$ cat src/rtl/hazard_controller_pkg.sv
// Shared RV32I opcode constants used by the hazard controller and its class decoder.
package hazard_controller_pkg;

   localparam logic [6:0] OPC_ARI_RTYPE = 7'b0110011;
   localparam logic [6:0] OPC_ARI_ITYPE = 7'b0010011;
   localparam logic [6:0] OPC_LOAD      = 7'b0000011;
   localparam logic [6:0] OPC_STORE     = 7'b0100011;
   localparam logic [6:0] OPC_BRANCH    = 7'b1100011;
   localparam logic [6:0] OPC_LUI       = 7'b0110111;
   localparam logic [6:0] OPC_AUIPC     = 7'b0010111;
   localparam logic [6:0] OPC_JAL       = 7'b1101111;
   localparam logic [6:0] OPC_JALR      = 7'b1100111;

endpackage

$ cat src/rtl/hazard_controller_opcode_class_decode.sv
// Opcode class decode: which register fields an instruction reads or writes.
// Unknown opcodes belong to no class.
module opcode_class_decode
   import hazard_controller_pkg::*;
(
   input  logic [6:0] opcode_i,
   output logic       writes_rd_o,
   output logic       uses_rs1_o,
   output logic       uses_rs2_o
);

   always_comb begin
      writes_rd_o = 1'b0;
      uses_rs1_o  = 1'b0;
      uses_rs2_o  = 1'b0;
      case (opcode_i)
         OPC_ARI_RTYPE: begin
            writes_rd_o = 1'b1;
            uses_rs1_o  = 1'b1;
            uses_rs2_o  = 1'b1;
         end
         OPC_ARI_ITYPE, OPC_LOAD, OPC_JALR: begin
            writes_rd_o = 1'b1;
            uses_rs1_o  = 1'b1;
         end
         OPC_STORE, OPC_BRANCH: begin
            uses_rs1_o  = 1'b1;
            uses_rs2_o  = 1'b1;
         end
         OPC_LUI, OPC_AUIPC, OPC_JAL: begin
            writes_rd_o = 1'b1;
         end
         default: ;
      endcase
   end

endmodule

$ cat src/rtl/hazard_controller.sv
// Forwarding, load-use stall and branch-flush control for the three-stage pipeline,
// with registered stall/flush event counters.
module hazard_controller
   import hazard_controller_pkg::*;
#(
   parameter int CNT_W = 32
) (
   input  logic             Clock,
   input  logic             Reset,
   input  logic [6:0]       OpcodeX,
   input  logic [6:0]       OpcodeW,
   input  logic [4:0]       rd,
   input  logic [4:0]       rs1,
   input  logic [4:0]       rs2,
   input  logic             isZero,
   output logic             CWE2,
   output logic             noop,
   output logic             ForwardA,
   output logic             ForwardB,
   output logic             PCDelay,
   output logic [CNT_W-1:0] StallCount,
   output logic [CNT_W-1:0] FlushCount
);

   logic w_writes_rd, w_uses_rs1, w_uses_rs2;
   logic x_writes_rd, x_uses_rs1, x_uses_rs2;
   logic match_a, match_b, load_use, taken;
   logic unused_class;
   logic [CNT_W-1:0] stall_cnt_q, stall_cnt_d;
   logic [CNT_W-1:0] flush_cnt_q, flush_cnt_d;

   opcode_class_decode u_dec_w (
      .opcode_i    (OpcodeW),
      .writes_rd_o (w_writes_rd),
      .uses_rs1_o  (w_uses_rs1),
      .uses_rs2_o  (w_uses_rs2)
   );

   opcode_class_decode u_dec_x (
      .opcode_i    (OpcodeX),
      .writes_rd_o (x_writes_rd),
      .uses_rs1_o  (x_uses_rs1),
      .uses_rs2_o  (x_uses_rs2)
   );

   // Only the producer's write class and the consumer's read classes matter here.
   assign unused_class = ^{w_uses_rs1, w_uses_rs2, x_writes_rd};

   assign match_a  = w_writes_rd & x_uses_rs1 & (rs1 == rd);
   assign match_b  = w_writes_rd & x_uses_rs2 & (rs2 == rd);
   assign load_use = (OpcodeW == OPC_LOAD) & (match_a | match_b);
   assign taken    = (OpcodeX == OPC_BRANCH) & ~isZero;

   // A load-use stall overrides everything, including a taken branch.
   always_comb begin
      ForwardA = match_a;
      ForwardB = match_b;
      noop     = taken;
      CWE2     = 1'b1;
      PCDelay  = 1'b0;
      if (load_use) begin
         ForwardA = 1'b0;
         ForwardB = 1'b0;
         noop     = 1'b1;
         CWE2     = 1'b0;
         PCDelay  = 1'b1;
      end
   end

   always_comb begin
      stall_cnt_d = stall_cnt_q;
      flush_cnt_d = flush_cnt_q;
      if (load_use) begin
         stall_cnt_d = stall_cnt_q + CNT_W'(1);
      end else if (taken) begin
         flush_cnt_d = flush_cnt_q + CNT_W'(1);
      end
   end

   always_ff @(posedge Clock) begin
      if (!Reset) begin
         stall_cnt_q <= '0;
         flush_cnt_q <= '0;
      end else begin
         stall_cnt_q <= stall_cnt_d;
         flush_cnt_q <= flush_cnt_d;
      end
   end

   assign StallCount = stall_cnt_q;
   assign FlushCount = flush_cnt_q;

endmodule

$ cat config.mk
export PLATFORM = sky130hd
export DESIGN_NAME = hazard_controller
export DESIGN_NICKNAME = d
export VERILOG_FILES = /design/src/rtl/hazard_controller_pkg.sv /design/src/rtl/hazard_controller_opcode_class_decode.sv /design/src/rtl/hazard_controller.sv
export SDC_FILE = /design/constraint.sdc
export NUM_CORES = 1
export LEC_CHECK = 0
export BUFFER_PORTS_ARGS = -buffer_cell sky130_fd_sc_hd__clkbuf_2
export CORE_ASPECT_RATIO = 0.5
export CORE_MARGIN = 2
export CORE_UTILIZATION = 56
export CTS_CLUSTER_SIZE = 25
export DETAILED_ROUTE_END_ITERATION = 8
export PLACE_DENSITY = 0.89
export SETUP_SLACK_MARGIN = 0.3
export SYNTH_ARGS = -nofsm -noshare
export SYNTH_HDL_FRONTEND = slang
export SYNTH_SLANG_ARGS = --single-unit
$ cat constraint.sdc
create_clock -name Clock -period 6.02 [get_ports Clock]
set_clock_uncertainty 0.2 [all_clocks]
set_input_delay 1.204 -clock Clock [delete_from_list [all_inputs] [get_ports Clock]]
set_output_delay 1.204 -clock Clock [all_outputs]
set_load 0.02 [all_outputs]
Yosys cells after proc, flatten, opt, wreduce, memory -nomap -nowiden
Index checks and enable logic that the tools add are counted.

operators by class
  add/subtract/negate cells = 2
  div/mod/pow operators = 0
  equal/unequal tests = 15
  multiplexer cells = 8
  $lt $le $gt $ge = 0
  shift operators = 0
  reductions and logical operators = 4
  multipliers = 0
  bitwise gates (word level) = 9

operators with widths
  cell                                                                   count
  32-bit by 1-bit adder with 32-bit output, second input constant        2
  7-bit by 6-bit equality test with 1-bit output, second input constant  4
  7-bit equality test, second input constant                             4
  7-bit by 5-bit equality test with 1-bit output, second input constant  3
  7-bit by 2-bit equality test with 1-bit output, second input constant  2
  5-bit equality test                                                    2
  1-bit two-way mux                                                      8
  7-bit OR reduction                                                     1
  1-bit AND                                                              6
  6-bit OR reduction                                                     1
  3-bit OR reduction                                                     1
  1-bit NOT                                                              2
  2-bit AND reduction                                                    1
  1-bit bitwise OR                                                       1

storage, ports and cells
  bits in latches = 0
  memory bits (writable) = 0
  input bits = 32
  memory bits (read-only) = 0
  register bits = 64
  word-level logic and storage cells = 40
  output and inout port bits = 69
  memories kept = 0

Logic depth before layout (Yosys ltp)
Gate-level depths: netlist of run 1.

  depth in word-level cells = 9
  mapped depth = 9
  gate-level depth less buffers = 7

Modules after synthesis
From an unflattened synthesis of run 1, not the netlist that was laid out.

second synthesis, totals
  cell total of the unflattened synthesis = 468
  area total of the unflattened synthesis = 3,803.6 µm²

by module, submodules not included
  module               area each (µm²)  cells each  instances  seq. area each (µm²)
  hazard_controller    3,633.5          444         1          1,281.2
  opcode_class_decode  85.1             12          2          0.0

Worst setup path before layout of run 1
OpenSTA, ideal clock, no wires.

  path type = input-to-output
  from = in rd[3]
  to = out PCDelay
  path buffers = 1
  arrival time = 2.567 ns
  stages on the path = 7
  required time = 4.616 ns
  setup slack = 2.049 ns
  cells stage by stage = xor2_1 nor4_2 nand4_2 buf_1 nand2_1 nand2_1 inv_1

between the ends
  longest elaborated chain between the ends = 5
  elaborated cells on any way between the ends = 7
  classes of those cells = eq/ne: 2; mux: 1; bitwise: 4

ends and longest elaborated chain
  element                                 RTL line                                          text
  start, declared                         hazard_controller.sv:12                           input logic [4:0] rd,
  5-bit equality test (on tied branches)  hazard_controller.sv:49, hazard_controller.sv:50
  1-bit AND (on tied branches)            hazard_controller.sv:49, hazard_controller.sv:50
  1-bit bitwise OR *                      hazard_controller.sv:51                           assign load_use = (OpcodeW == OPC_LOAD) & (match_a | match_b);
  1-bit AND *                             hazard_controller.sv:51
  1-bit two-way mux *                     hazard_controller.sv:61                           if (load_use) begin
  end, declared                           hazard_controller.sv:20                           output logic PCDelay,

Every way passes the cells marked *; elsewhere a longest branch is shown, timed or not.

Worst setup path in the final report of run 1
Ends and elaborated chain as after synthesis.

==> flow_summary.yaml, run 1 <==
final_layout:
  drive_above_1_share_pct: 24.6
  syn_to_final_growth_pct: 23.4
  nets: 558
  antennaDiodeCount: 0
detailed_routing:
  drt_iter0_drc: 345
  drcViolationCount: 0
  first_pass_iters: 5
  final_antenna_net_count: 0
  viasPerCell: 6.06
  wirelength_um: 8890
  wl_per_cell_um: 14.4
  vias: 3740
sta:
  finalSetupTns_ns: 0
  setup_violations: 0
  worstMarginPinSlew_ns: 1.07
  hold_violations: 0
  drv_slew: 0
  rsz0062_at_grt: "no"
  max_freq_ghz: 0.237
  period_needed_ns: 4.21
  min_period_over_period_pct: 70.0
  whs_ns: 0.282
  relSlewSlack_pct: 28.8
worst_setup_path:
  cp-end-kind: "primary output"
  crit_arrival_ns: 2.81
  worstPathRequired_ns: 4.62
  critical_path_class: "in -> out"
  worstSetupStartpointType: "input pin"
  crit_fanout: 15
  r2r_setup_slack_ns: 3.48
placement:
  hpwl_um: 5930
  place_congestion: 0.783
  io_buffers: 100
clocking:
  cts_buffers: 9
  cts_hold_buffers: 0
  post-cts-setup-buffers: 0
  cts_resized: 0
  cts_tree: "done"
  h-tree-depth: 3
  cts_max_path_buffers: 2
  clock_sinks: 64
  clock_latency_ns: 0.33
  cts_root_buf: "clkbuf_16"
  path_clk_slew_ns: 0.05
global_route:
  gr-total-overflow: 0
  grt_use_total_pct: 26.3
  antenna_found_initial: 0
  grt_pass1_wl_um: 14500
  grt_pass1_vias: 3132
  grt_max_degree: 66
hold_path:
  hold_path_class: "reg -> reg"
pwr:
  intPower_w: 0.000778
  power_switching_w: 0.000202
  p_per_area_mw_per_mm2: 224
  pwr-share-seq_pct: 43.3
  power_leakage_nw: 1.52
  peakVddDrop_v: 0.000134
  combPwrFrac_pct: 3.2
  switching_share_pct: 20.6
  p_clk_share_pct: 53.5
logic_synthesis:
  syn_area_mm2: 0.00354
  synth.largest_area_cell: "dfxtp_1"
  synth_warnings: 0
  synth_ff_type: "dfxtp_1"
  async_flop_share_pct: 0
  synth_cell_type_count: 40
  yosys-top-cells-count: "64 x dfxtp_1, 52 x a21oi_1, 39 x nand2_1"
  synthTopCellsByArea: "dfxtp_1 36%, o31ai_1 7.9%, or4_1 7.9%, a21oi_1 7.4%, nand2_1 4.1%"
  avgSynthCellArea_um2: 8.12
  synth.top_cell.area_share_pct: 36.2
  yosys.cell_count.top_type: "dfxtp_1"
  seq_area_frac_synth_pct: 36.2
  ys_seq_elements: 64
  synthCells: 436
  synthesis.nets: 470
  synth_edf_count: 0
floorplan:
  row_count: 20
  ios: 101
  die_h_um: 60.2
  dieArea_mm2: 0.00701
  die_w_um: 116
  coreArea_mm2: 0.00608
  start_util_pct: 58.2
run:
  cap_viol_max_count: 0
outcome:
  status: "complete, no violations"
cell usage in the layout (no fill, tap or decap), types with 2 or more instances in the layout:
| cell type | count |
|---|---|
| a2111oi_2 | 3 |
| a211oi_1 | 5 |
| a21oi_1 | 51 |
| and3_1 | 8 |
| and4_1 | 9 |
| buf_4 | 2 |
| clkbuf_1 | 2 |
| clkbuf_16 | 9 |
| clkbuf_2 | 100 |
| clkbuf_8 | 2 |
| clkinv_2 | 2 |
| dfxtp_1 | 64 |
| ha_1 | 2 |
| inv_1 | 11 |
| mux2i_1 | 2 |
| nand2_1 | 39 |
| nand3_1 | 23 |
| nand3_2 | 2 |
| nand3b_1 | 2 |
| nand4_1 | 20 |
| nand4_2 | 2 |
| nor2_1 | 23 |
| nor3_1 | 6 |
| nor4_1 | 2 |
| nor4_2 | 2 |
| o21ai_0 | 14 |
| o31ai_1 | 37 |
| or3_1 | 14 |
| or4_1 | 37 |
| xnor2_1 | 12 |
| xor2_1 | 10 |
kinds of logic after synthesis:
logic type,Yosys count,synth area share [%]
simple gates,193,31.7
compound gates,116,20.9
xor+xnor,22,5.45
fa+ha+maj,2,0.707
mux,2,0.566
buf+inv,37,4.49
flops,64,36.2
cell type report:
cell class                 instances  area [um^2]
clock buffer                      13          260
inverter                          12         45.0
timing repair buffer             102          515
tap                               88          110
sequential                        64         1280
fill                             473         1710
multi-input combinational        335         2110
clock inverter                     3         40.0
metal layers:
metal  share of wire [%]  GRT usage (%)  wire length [um]
met5                   0              0                 0
met4                 1.3           8.50               112
met1                  48           34.5              4230
met2                  46           41.9              4090
met3                 5.2           8.22               458
per-stage QoR:
| step | power, W | area (um^2) | setup WS, ns | instances | utilization [%] |
|---|---|---|---|---|---|
| after global routing | 0.00101 | 4370 | 1.66 | 617 | 71.8 |
| after global placement | 0.000464 | 4070 | 1.87 | 601 | 66.9 |
| after detailed placement | 0.000464 | 4070 | 1.83 | 601 | 66.9 |
| after CTS | 0.000985 | 4370 | 1.83 | 617 | 71.8 |
| after floorplan | 0.000449 | 3540 | 2.05 | 436 | - |
| final | 0.000980 | 4370 | 1.81 | 617 | 71.8 |
flip-flops by register name, summed over array words and instances (netlist names):
| name | count |
|---|---|
| FlushCount | 32 |
| StallCount | 32 |
final timing paths:
kind	start	end	cells after the start
hold / removal	FlushCount[31]	FlushCount[31]	2
setup reg to reg	StallCount[15]	StallCount[31]	6
hold reg to reg	FlushCount[31]	FlushCount[31]	2
setup / recovery	rd[3]	PCDelay	8
power groups by stage:
stage	clock, W	sequential, W	combinational (W)
3_3_place_gp	0	0.000433	0.0000307
3_5_place_dp	0	0.000433	0.0000312
6_report	0.000524	0.000424	0.0000314
4_1_cts	0.000530	0.000424	0.0000313
2_1_floorplan	0	0.000433	0.0000157
5_1_grt	0.000549	0.000424	0.0000352
worst max-delay path, cell delays in order:
cell and delay (ns):
clkbuf_2 0.10, xor2_1 0.16, nor4_2 0.33, nand4_2 0.46, nand2_1 0.23, nand2_1 0.09, inv_1 0.07, clkbuf_2 0.16
No activity file was read; power rests on OpenSTA's default activity.
==> inputs of run 2 (changes only) <==
--- a/config.mk
+++ b/config.mk
@@ -8,10 +8,10 @@
 export BUFFER_PORTS_ARGS = -buffer_cell sky130_fd_sc_hd__clkbuf_2
 export CORE_ASPECT_RATIO = 0.5
 export CORE_MARGIN = 2
-export CORE_UTILIZATION = 56
+export CORE_UTILIZATION = 52
 export CTS_CLUSTER_SIZE = 25
 export DETAILED_ROUTE_END_ITERATION = 8
-export PLACE_DENSITY = 0.89
+export PLACE_DENSITY = 0.84
 export SETUP_SLACK_MARGIN = 0.3
 export SYNTH_ARGS = -nofsm -noshare
 export SYNTH_HDL_FRONTEND = slang
==> constraint.sdc (replaced) <==
create_clock -name Clock -period 4.38 [get_ports Clock]
set_clock_uncertainty 0.2 [all_clocks]
set_input_delay 0.876 -clock Clock [delete_from_list [all_inputs] [get_ports Clock]]
set_output_delay 0.876 -clock Clock [all_outputs]
set_load 0.02 [all_outputs]
==> run 2 against run 1 <==
Total power up 34%. Final area is essentially flat. Core utilization is 5.9 points lower. Via count shrank 0.78%. Count of clock-buffer cells in the layout unchanged. Critical path depth down 1. Sequential power increased by 37%. Sequential cell count unchanged. Register-to-register slack got worse by 1.6 ns.
==> flow_summary.yaml, run 2 (synthesis gave the netlist of run 1 again) <==
sta:
  rsz0062_at_grt: "no"
  hold_violations: 0
  drv_slew: 0
  max_freq_ghz: 0.289
  period_needed_ns: 3.46
  layout_setup_ws_ns: 0.916
  setup_violations: 0
  relSlewSlack_pct: 28.2
  min_period_over_period_pct: 79.1
  worstMarginPinSlew_ns: 1.08
  finalSetupTns_ns: 0
clocking:
  cts_tree: "done"
  cts_hold_buffers: 0
  h-tree-depth: 3
  post-cts-setup-buffers: 0
  cts_max_path_buffers: 2
  clock_sinks: 64
  cts_root_buf: "clkbuf_16"
  cts_buffers: 9
  clock_latency_ns: 0.34
  path_clk_slew_ns: 0.05
  cts_resized: 0
detailed_routing:
  final_antenna_net_count: 0
  first_pass_iters: 5
  drcViolationCount: 0
  viasPerCell: 5.97
  wl_per_cell_um: 14.4
  drt_iter0_drc: 339
  wirelength_um: 8960
  vias: 3711
worst_setup_path:
  cp_num_cells: 7
  crit_top_cell: "clkbuf_2"
  cp_top_family: "compound AO/OA/AOI/OAI gates"
  rr_worst_depth: 6
  crit_slowest_cell: "o21ai_1"
  critical_path_class: "in -> out"
  r2r_setup_slack_ns: 1.85
  crit_fanout: 10
  worstSetupStartpointType: "input pin"
  cp-end-kind: "primary output"
  crit_chain: "clkbuf_2 > xor2_1 > nor4_2 > and4_1 > o21ai_1 > nand2_1 > clkbuf_2"
  critPathMaxStageDelay_ns: 0.57
  worstPathRequired_ns: 3.30
  crit_arrival_ns: 2.39
  critPathBufInv: 2
pwr:
  power_leakage_nw: 1.52
  peakVddDrop_v: 0.000193
  finalPower_w: 0.00131
  p_per_area_mw_per_mm2: 300
floorplan:
  die_h_um: 62.3
  die_w_um: 121
  start_util_pct: 53.4
  coreArea_mm2: 0.00662
  ios: 101
  dieArea_mm2: 0.00752
  row_count: 21
placement:
  placedCellCount: 606
  hpwl_um: 5890
  io_buffers: 100
  post-place-ws_ns: 0.977
  place_congestion: 0.826
final_layout:
  nets: 559
  syn_to_final_growth_pct: 23.3
  final_cells: 622
  utilization_pct: 65.9
  layout_common_cells: "100 x clkbuf_2, 64 x dfxtp_1, 51 x a21oi_1"
  n_fill_cell: 582
  drive_above_1_share_pct: 24.9
  antennaDiodeCount: 0
  layout_commonest_cell: "clkbuf_2"
global_route:
  grt_pass1_vias: 3282
  grt_use_total_pct: 25.3
  grt_pass1_wl_um: 15400
  grt_max_degree: 66
  antenna_found_initial: 0
  gr-total-overflow: 0
hold_path:
  hold_path_class: "reg -> reg"
  holdPathStages: 2
run:
  cap_viol_max_count: 0
outcome:
  status: "complete, no violations"
run 2: worst paths after layout:
kind,startpoint,to
max reg2reg,StallCount[15],StallCount[31]
min,FlushCount[6],FlushCount[6]
max,rd[2],noop
min reg2reg,FlushCount[6],FlushCount[6]
run 2: report_power, final:
group	switching [W]	internal [W]
logic	0.0000263	0.0000171
clock network	0.000258	0.000426
registers	0.0000000589	0.000583
total	0.000284	0.00103
run 2: final cells by class:
type	count	area, um^2	area share, %
clock inverters	3	15.0	0.344
clock buffers	13	270	6.19
well taps	92	115	2.64
flip-flops and latches	64	1280	29.4
inverters	12	45.0	1.03
multi-input cells	335	2110	48.5
repair buffers	103	523	12.0
run 2: layer usage:
layer	up-vias	global-route usage (%)	part of all wire (%)	wire length (um)
met2	94	38.1	45	4010
met1	1742	33.5	48	4320
met3	22	8.36	4.9	435
met4	0	10.2	2.1	191
li1	1853	-	-	-
met5	-	0	0	0
run 2: worst reg2reg max path, delay by kind of cell, from the launching register on:
kind,cells,cell delay (ns)
AO/OA/AOI/OAI,2,0.68
flip-flops,1,0.42
AND/OR/NAND/NOR,4,1.15
run 2: per-stage QoR:
step	instance area (um^2)	hold WS (ns)
4_1_cts	4360	0.287
5_1_grt	4360	0.314
3_3_place_gp	4080	0.271
2_1_floorplan	3540	0.351
6_report	4360	0.287
3_5_place_dp	4080	0.273
